[config.mk]
export PLATFORM = sky130hd
export DESIGN_NAME = cpu_oci_dct_trace_monitor
export DESIGN_NICKNAME = d
export VERILOG_FILES = /design/src/rtl/cpu_oci_dct_trace_monitor.sv
export SDC_FILE = /design/constraint.sdc
export NUM_CORES = 1
export LEC_CHECK = 0
export BUFFER_PORTS_ARGS = -buffer_cell sky130_fd_sc_hd__buf_2
export CORE_MARGIN = 2
export CORE_UTILIZATION = 51
export CTS_BUF_LIST = sky130_fd_sc_hd__clkbuf_2 sky130_fd_sc_hd__clkbuf_4 sky130_fd_sc_hd__clkbuf_8
export CTS_CLUSTER_DIAMETER = 60
export CTS_CLUSTER_SIZE = 8
export DETAILED_ROUTE_END_ITERATION = 7
export PLACE_DENSITY = 0.69
export SLEW_MARGIN = 10
export SYNTH_ARGS = -nofsm -noshare
export SYNTH_HDL_FRONTEND = slang
export SYNTH_SLANG_ARGS = --single-unit
[constraint.sdc]
create_clock -name i_clk -period 18.3 [get_ports i_clk]
set_input_delay 1.83 -clock i_clk [delete_from_list [all_inputs] [get_ports i_clk]]
set_output_delay 1.83 -clock i_clk [all_outputs]
set_load 0.1 [all_outputs]
[src/rtl/cpu_oci_dct_trace_monitor.sv]
// ----------------------------------------------------------------------------
// cpu_oci_dct_trace_monitor
//
// Purpose:
//   Collects data-trace (DCT) snapshots from several CPU cores, stamps each one
//   with the cycle it was captured on, and merges them round-robin into a single
//   show-ahead FIFO that a valid/ready reader drains. Snapshots that arrive while
//   a channel's one-deep pending slot is still occupied are dropped and counted.
//   A test_ending request freezes capture; once everything already captured has
//   been drained, test_has_ended goes high and stays high until reset.
//
// Ports:
//   i_clk             system clock
//   i_reset           synchronous, active-high reset
//   i_dct_buffer      per-channel snapshot, channel i at [i*DCT_W +: DCT_W]
//   i_dct_count       per-channel count, channel i at [i*CNT_W +: CNT_W]
//   i_dct_valid       per-channel capture strobe
//   i_test_ending     request to stop capture and drain
//   i_rd_ready        reader accepts the head entry
//   o_rd_valid        FIFO head valid
//   o_rd_ch           head channel index
//   o_rd_count        head dct_count
//   o_rd_data         head dct_buffer
//   o_rd_ts           head timestamp (cycle the strobe was seen)
//   o_fifo_level      number of entries held (0..FIFO_DEPTH)
//   o_drop_count      total dropped snapshots, saturating
//   o_drop_flags      sticky per-channel drop indicator
//   o_test_has_ended  capture stopped and fully drained, sticky
// ----------------------------------------------------------------------------
module cpu_oci_dct_trace_monitor #(
   parameter int NUM_CH     = 6,
   parameter int DCT_W      = 30,
   parameter int CNT_W      = 4,
   parameter int FIFO_DEPTH = 16,
   parameter int TS_W       = 16
) (
   input  logic                         i_clk,
   input  logic                         i_reset,
   input  logic [NUM_CH*DCT_W-1:0]      i_dct_buffer,
   input  logic [NUM_CH*CNT_W-1:0]      i_dct_count,
   input  logic [NUM_CH-1:0]            i_dct_valid,
   input  logic                         i_test_ending,
   input  logic                         i_rd_ready,
   output logic                         o_rd_valid,
   output logic [3:0]                   o_rd_ch,
   output logic [CNT_W-1:0]             o_rd_count,
   output logic [DCT_W-1:0]             o_rd_data,
   output logic [TS_W-1:0]              o_rd_ts,
   output logic [$clog2(FIFO_DEPTH):0]  o_fifo_level,
   output logic [15:0]                  o_drop_count,
   output logic [NUM_CH-1:0]            o_drop_flags,
   output logic                         o_test_has_ended
);

   localparam int PTR_W   = $clog2(FIFO_DEPTH);
   localparam int LVL_W   = PTR_W + 1;
   localparam int PEND_W  = CNT_W + DCT_W + TS_W;
   localparam int ENTRY_W = 4 + PEND_W;

   typedef enum logic [1:0] {
      ST_RUN,
      ST_DRAIN,
      ST_ENDED
   } state_t;

   state_t              r_state;
   state_t              w_stateNext;
   logic                w_ending;
   logic                w_hasEnded;

   logic [TS_W-1:0]     r_ts;

   logic [NUM_CH-1:0]   r_pendValid;
   logic [PEND_W-1:0]   r_pendData [NUM_CH];
   logic [3:0]          r_rrPtr;

   logic [ENTRY_W-1:0]  r_mem [FIFO_DEPTH];
   logic [PTR_W-1:0]    r_wrPtr;
   logic [PTR_W-1:0]    r_rdPtr;
   logic [LVL_W-1:0]    r_level;

   logic [15:0]         r_dropCount;
   logic [NUM_CH-1:0]   r_dropFlags;

   logic                w_pop;
   logic                w_full;
   logic                w_accept;
   logic                w_grantValid;
   logic [3:0]          w_grantCh;
   logic [PEND_W-1:0]   w_grantData;
   logic [NUM_CH-1:0]   w_isGrant;
   logic [NUM_CH-1:0]   w_load;
   logic [NUM_CH-1:0]   w_drop;
   logic [4:0]          w_dropNum;
   logic [16:0]         w_dropSum;
   logic [ENTRY_W-1:0]  w_head;

   // The reader pops only a real head entry; a full FIFO can still take a new
   // entry in the same cycle it gives one away, so the arbiter sees that as room.
   assign w_pop    = (r_level != '0) && i_rd_ready;
   assign w_full   = (r_level == LVL_W'(FIFO_DEPTH));
   assign w_accept = !w_full || w_pop;

   // Free-running timestamp; it simply wraps through zero at all-ones.
   always_ff @(posedge i_clk) begin
      if (i_reset) begin
         r_ts <= '0;
      end else begin
         r_ts <= r_ts + TS_W'(1);
      end
   end

   // Round-robin search starting at r_rrPtr. Two descending passes: the first
   // picks the lowest pending channel below the pointer, the second overrides it
   // with the lowest pending channel at or above the pointer, which wins.
   always_comb begin
      w_grantValid = 1'b0;
      w_grantCh    = '0;
      w_grantData  = '0;
      if (w_accept) begin
         for (int i = NUM_CH - 1; i >= 0; i--) begin
            if (r_pendValid[i] && (4'(i) < r_rrPtr)) begin
               w_grantValid = 1'b1;
               w_grantCh    = 4'(i);
               w_grantData  = r_pendData[i];
            end
         end
         for (int i = NUM_CH - 1; i >= 0; i--) begin
            if (r_pendValid[i] && (4'(i) >= r_rrPtr)) begin
               w_grantValid = 1'b1;
               w_grantCh    = 4'(i);
               w_grantData  = r_pendData[i];
            end
         end
      end
   end

   // Per-channel capture decision. A slot being granted this cycle counts as
   // free, so a back-to-back strobe refills it instead of being dropped.
   for (genvar gi = 0; gi < NUM_CH; gi++) begin : g_capture
      assign w_isGrant[gi] = w_grantValid && (w_grantCh == 4'(gi));
      assign w_load[gi]    = i_dct_valid[gi] && !w_ending &&
                             (!r_pendValid[gi] || w_isGrant[gi]);
      assign w_drop[gi]    = i_dct_valid[gi] && !w_ending &&
                             r_pendValid[gi] && !w_isGrant[gi];
   end

   // Pending-slot occupancy: a new capture wins over a grant clearing the slot.
   always_ff @(posedge i_clk) begin
      if (i_reset) begin
         r_pendValid <= '0;
      end else begin
         for (int i = 0; i < NUM_CH; i++) begin
            if (w_load[i]) begin
               r_pendValid[i] <= 1'b1;
            end else if (w_isGrant[i]) begin
               r_pendValid[i] <= 1'b0;
            end
         end
      end
   end

   // Pending payload; its contents only matter while the matching valid bit is
   // set, so it carries no reset.
   always_ff @(posedge i_clk) begin
      for (int i = 0; i < NUM_CH; i++) begin
         if (w_load[i]) begin
            r_pendData[i] <= {i_dct_count[i*CNT_W +: CNT_W],
                              i_dct_buffer[i*DCT_W +: DCT_W], r_ts};
         end
      end
   end

   // After a grant the next search begins one channel past the winner.
   always_ff @(posedge i_clk) begin
      if (i_reset) begin
         r_rrPtr <= '0;
      end else if (w_grantValid) begin
         r_rrPtr <= (w_grantCh == 4'(NUM_CH - 1)) ? 4'd0 : w_grantCh + 4'd1;
      end
   end

   // FIFO storage; the granted channel index is stored alongside its payload.
   always_ff @(posedge i_clk) begin
      if (w_grantValid) begin
         r_mem[r_wrPtr] <= {w_grantCh, w_grantData};
      end
   end

   // FIFO pointers and exact occupancy. Push and pop together leave the level
   // unchanged, which is what keeps a full FIFO full while it streams.
   always_ff @(posedge i_clk) begin
      if (i_reset) begin
         r_wrPtr <= '0;
         r_rdPtr <= '0;
         r_level <= '0;
      end else begin
         if (w_grantValid) begin
            r_wrPtr <= r_wrPtr + PTR_W'(1);
         end
         if (w_pop) begin
            r_rdPtr <= r_rdPtr + PTR_W'(1);
         end
         unique case ({w_grantValid, w_pop})
            2'b10:   r_level <= r_level + LVL_W'(1);
            2'b01:   r_level <= r_level - LVL_W'(1);
            default: r_level <= r_level;
         endcase
      end
   end

   // Drop accounting: several channels may drop in one cycle, so the total is
   // added in one step and clamped at all-ones.
   always_comb begin
      w_dropNum = '0;
      for (int i = 0; i < NUM_CH; i++) begin
         w_dropNum = w_dropNum + 5'(w_drop[i]);
      end
      w_dropSum = {1'b0, r_dropCount} + 17'(w_dropNum);
   end

   // Saturating drop counter and sticky per-channel drop flags.
   always_ff @(posedge i_clk) begin
      if (i_reset) begin
         r_dropCount <= '0;
         r_dropFlags <= '0;
      end else begin
         r_dropCount <= w_dropSum[16] ? 16'hFFFF : w_dropSum[15:0];
         r_dropFlags <= r_dropFlags | w_drop;
      end
   end

   // End-of-test state register.
   always_ff @(posedge i_clk) begin
      if (i_reset) begin
         r_state <= ST_RUN;
      end else begin
         r_state <= w_stateNext;
      end
   end

   // End-of-test sequencing: RUN captures normally, DRAIN refuses new snapshots
   // but keeps arbitrating and reading, ENDED is reached once nothing is left
   // anywhere and then holds until reset. Further test_ending pulses are moot.
   always_comb begin
      w_stateNext = r_state;
      w_ending    = 1'b0;
      w_hasEnded  = 1'b0;
      unique case (r_state)
         ST_RUN: begin
            if (i_test_ending) begin
               w_stateNext = ST_DRAIN;
            end
         end
         ST_DRAIN: begin
            w_ending = 1'b1;
            if (!(|r_pendValid) && (r_level == '0)) begin
               w_stateNext = ST_ENDED;
            end
         end
         ST_ENDED: begin
            w_ending   = 1'b1;
            w_hasEnded = 1'b1;
         end
         default: begin
            w_stateNext = ST_RUN;
         end
      endcase
   end

   // Show-ahead read port straight from the storage registers, forced to zero
   // while empty so stale memory never reaches the outputs.
   assign w_head           = r_mem[r_rdPtr];
   assign o_rd_valid       = (r_level != '0);
   assign o_rd_ch          = o_rd_valid ? w_head[ENTRY_W-1 -: 4] : '0;
   assign o_rd_count       = o_rd_valid ? w_head[PEND_W-1 -: CNT_W] : '0;
   assign o_rd_data        = o_rd_valid ? w_head[DCT_W+TS_W-1 -: DCT_W] : '0;
   assign o_rd_ts          = o_rd_valid ? w_head[TS_W-1:0] : '0;
   assign o_fifo_level     = r_level;
   assign o_drop_count     = r_dropCount;
   assign o_drop_flags     = r_dropFlags;
   assign o_test_has_ended = w_hasEnded;

endmodule

==> impl_metrics.toml <==
[timing]
hold_violations = 0
timing.hold.ws_ps = 447
drv_slew = 0
min_period_over_period_pct = 38.1
fin_crit_ps = 6980
worst_pin_slew_ps = 1350
rsz0062_at_grt = "no"
fin_worst_skew_ps = 43.6
fmax_mhz = 143
final-setup-viol-count = 0
slew_headroom_pct = 9.70
setup_tns_ps = 0

[pwr]
switching_share_pct = 41.0
power_frac_seq_pct = 41.1
finalPower_mw = 11.0
clkPwrFrac_pct = 17.9
peakVddDrop_mv = 0.158
power_leakage_nw = 18.1
power.internal_mw = 6.48
power.switching_mw = 4.50
pwr-share-comb_pct = 41.0
power_density_nw_per_um2 = 193

[clock_tree]
clk_pin_slew_ps = 70
tritoncts = "done"
clockBufferDepth = 3
ctsHoldBuffers = 0
cts_buffers = 174
clkSinkCount = 1215
post-cts-setup-buffers = 0
cts_root_buffer = "clkbuf_8"
clock_latency_ps = 870
htreeDepth = 4
cts_resized = 0

[worst_setup_path]
rr_startpoint = "r_rrPtr[3]"
critPathArrivalTime_ps = 7730
timing.critical_path.buf_inv = 5
critPathLaunchType = "flop"
path_depth = 21
crit_slowest_cell = "buf_4"
endpoint_kind = "flop"
rrSetupSlack_ps = 11320
path_cells = "buf_4, nor3_1, nand3b_1, buf_4, and3_1, a221oi_4, inv_1, ha_1, nand2_1, o21ba_2, nor3_1, fa_1, inv_1, fa_1, fa_1, inv_1, fa_1, a21oi_1, nor3_1, nand3_1, a21oi_1"
required_ps = 19050
max_stage_delay_ps = 730
crit_top_cell = "fa_1"
path_delay_family = "simple AND/OR/NAND/NOR gates"
cp-startpoint = "r_rrPtr[3]"
critPathMaxFanout = 67
worstRegToRegCells = 21
worstSetupPathType = "reg2reg"

[placement]
io_buffers = 295
place_congestion = 0.863
post-dp-hpwl_um = 75700
place_area_um2 = 53900

[die]
rows = 116
die_area_um2 = 103000
start_util_pct = 51.3
die_w_um = 321
ios = 297
die_h_um = 321
core_area_um2 = 99700

[outcome]
status = "finished clean"

[logic_synthesis]
yosys.area_share.adder_pct = 0.710
synthXorXnorAreaFrac_pct = 0.480
yosysWarnings = 0
yosysSeqAreaShare_pct = 70.0
synth-edff-count = 1148
ys_types = 69
synth_simple_gate_area_share_pct = 6.47
syn_area_um2 = 51100
syn_area_per_cell_um2 = 16.8
synth_mux_area_share_pct = 11.7
synthCells = 3046
ys_ff_latch = 1215
async_reset_ff_share_pct = 0
synth-main-ff-cell = "edfxtp_1"
synth_top_family_by_area = "multiplexers"
syn-num-nets = 3286
synth_compound_area_share_pct = 8.10

[hold_path]
hold_class = "reg2reg"
worstHoldStart = "o_drop_flags[5]"
min_path_cells = 2

[flow_run]
cap_viol_max_count = 0

[route]
wl_um = 138000
drc = 0
viasPerCell = 6.71
drtIter0Drc = 4584
drt-pass1-iter-count = 6
wl_per_cell_um = 29.2
route.vias.total = 31600
ant_nets = 0

[layout]
n_fill_cell = 7372
finalInstanceArea_um2 = 57000
finalNetCount = 3585
drive_gt1_share_pct = 28.0
area_growth_pct = 11.4
final_core_util_pct = 57.1

[global_routing]
grt_pass1_vias = 32600
overflow = 0
grt_pass1_wl_um = 202000
grt_use_total_pct = 26.6
grt_max_degree = 77
antenna_found_initial = 7
-- routing by layer --
metal  vias to the layer above  part of all wire [%]  GRT usage [%]
met2                      2229                    48           43.1
met3                       476                    10           5.02
li1                      13100                     -              -
met5                         -                     0              0
met1                     15800                    38           35.6
met4                         0                   3.7           11.5
-- path summary, 6_finish.rpt --
path	to
max	o_drop_count[10]
min	o_drop_flags[5]
max reg2reg	o_drop_count[10]
min reg2reg	o_drop_flags[5]
-- placed cells by master (no fill, tap or decap), drive strengths merged, types with 67 or more instances in the layout --
cell    Yosys  layout
edfxtp   1148    1148
buf        92     372
nand2      91      91
nor2      246     246
a311oi    100     100
clkbuf    157     217
a211oi    103     103
mux4      265     265
nand3      67      67
dfxtp      67      67
nand4     104     104
-- through the flow --
stage	std cells	setup slack, ps
after floorplan	3046	10980
after global placement	4467	11450
after detailed placement	4467	11260
after CTS	4706	11320
after global routing	4712	10790
final	4712	11320
-- registers in the layout, indices dropped and copies added, names as in the netlist, named ones only --
register / flops
r_state: 2
o_drop_count: 16
r_mem: 848
r_pendValid: 6
r_wrPtr: 4
o_drop_flags: 6
r_rrPtr: 4
r_pendData: 300
o_fifo_level: 5
r_rdPtr: 4
r_ts: 16
-- cells by family (layout without fill, tap and decap cells) --
kind of cell               count (synthesis)  after routing
AOI/OAI and AO/OA                        546            546
other                                      1              7
buffers and inverters                    281            643
and+or+nand+nor                          681            681
DFF                                     1215           1215
xor gates and xnor gates                  28             28
muxes                                    268            268
adders and majority gates                 26             26
-- power by group through the flow --
stage | Sequential, mW | Combinational [mW] | Clock (mW)
after floorplan | 4.52 | 3.03 | 0
after global placement | 4.53 | 4.27 | 0
after detailed placement | 4.56 | 4.41 | 0
after CTS | 4.51 | 4.42 | 2.00
after global routing | 4.54 | 4.74 | 2.11
final | 4.51 | 4.51 | 1.97
-- worst reg2reg max path, cell delays in order, from the launching register on --
cell      delay (ps)
dfxtp_2          310
buf_4            730
nor3_1           300
nand3b_1         230
buf_4            430
and3_1           340
a221oi_4         670
inv_1            160
ha_1             220
nand2_1           70
o21ba_2          210
nor3_1           220
fa_1             470
inv_1             90
fa_1             450
fa_1             470
inv_1            100
fa_1             250
a21oi_1          140
nor3_1           320
nand3_1          440
a21oi_1          270
-- final cells by class --
cell class	instances	area (um^2)	area share, %
multi-input combinational	1550	14400	25.2
antenna	6	15.0	0.0264
clock buffer	217	2730	4.79
inverter	32	120	0.211
clock inverter	22	244	0.428
timing repair buffer	372	2050	3.61
sequential	1215	35800	62.9
tap	1298	1620	2.85
-- cells in the mapped netlist (9+ instances only) --
library cell,instances,share of area [%]
a211oi_1,102,1.5
a21oi_1,42,0.41
a221o_1,50,0.98
a311oi_1,100,1.7
a31oi_1,49,0.60
and2_1,59,0.72
buf_1,16,0.12
buf_2,51,0.50
buf_4,13,0.19
buf_6,12,0.26
clkbuf_1,157,1.2
dfxtp_1,67,2.6
edfxtp_1,1148,67
ha_1,21,0.51
inv_1,30,0.22
mux4_2,265,12
nand2_1,91,0.67
nand2b_1,9,0.11
nand3_1,67,0.66
nand4_1,104,1.3
nor2_1,246,1.8
nor2b_1,12,0.15
nor3_1,63,0.62
o211ai_1,52,0.76
o21ai_0,14,0.14
o21ai_1,49,0.48
o22a_1,50,0.86
xnor2_1,12,0.21
xor2_1,16,0.27
Note: power is estimated with default switching activity, not from simulation.
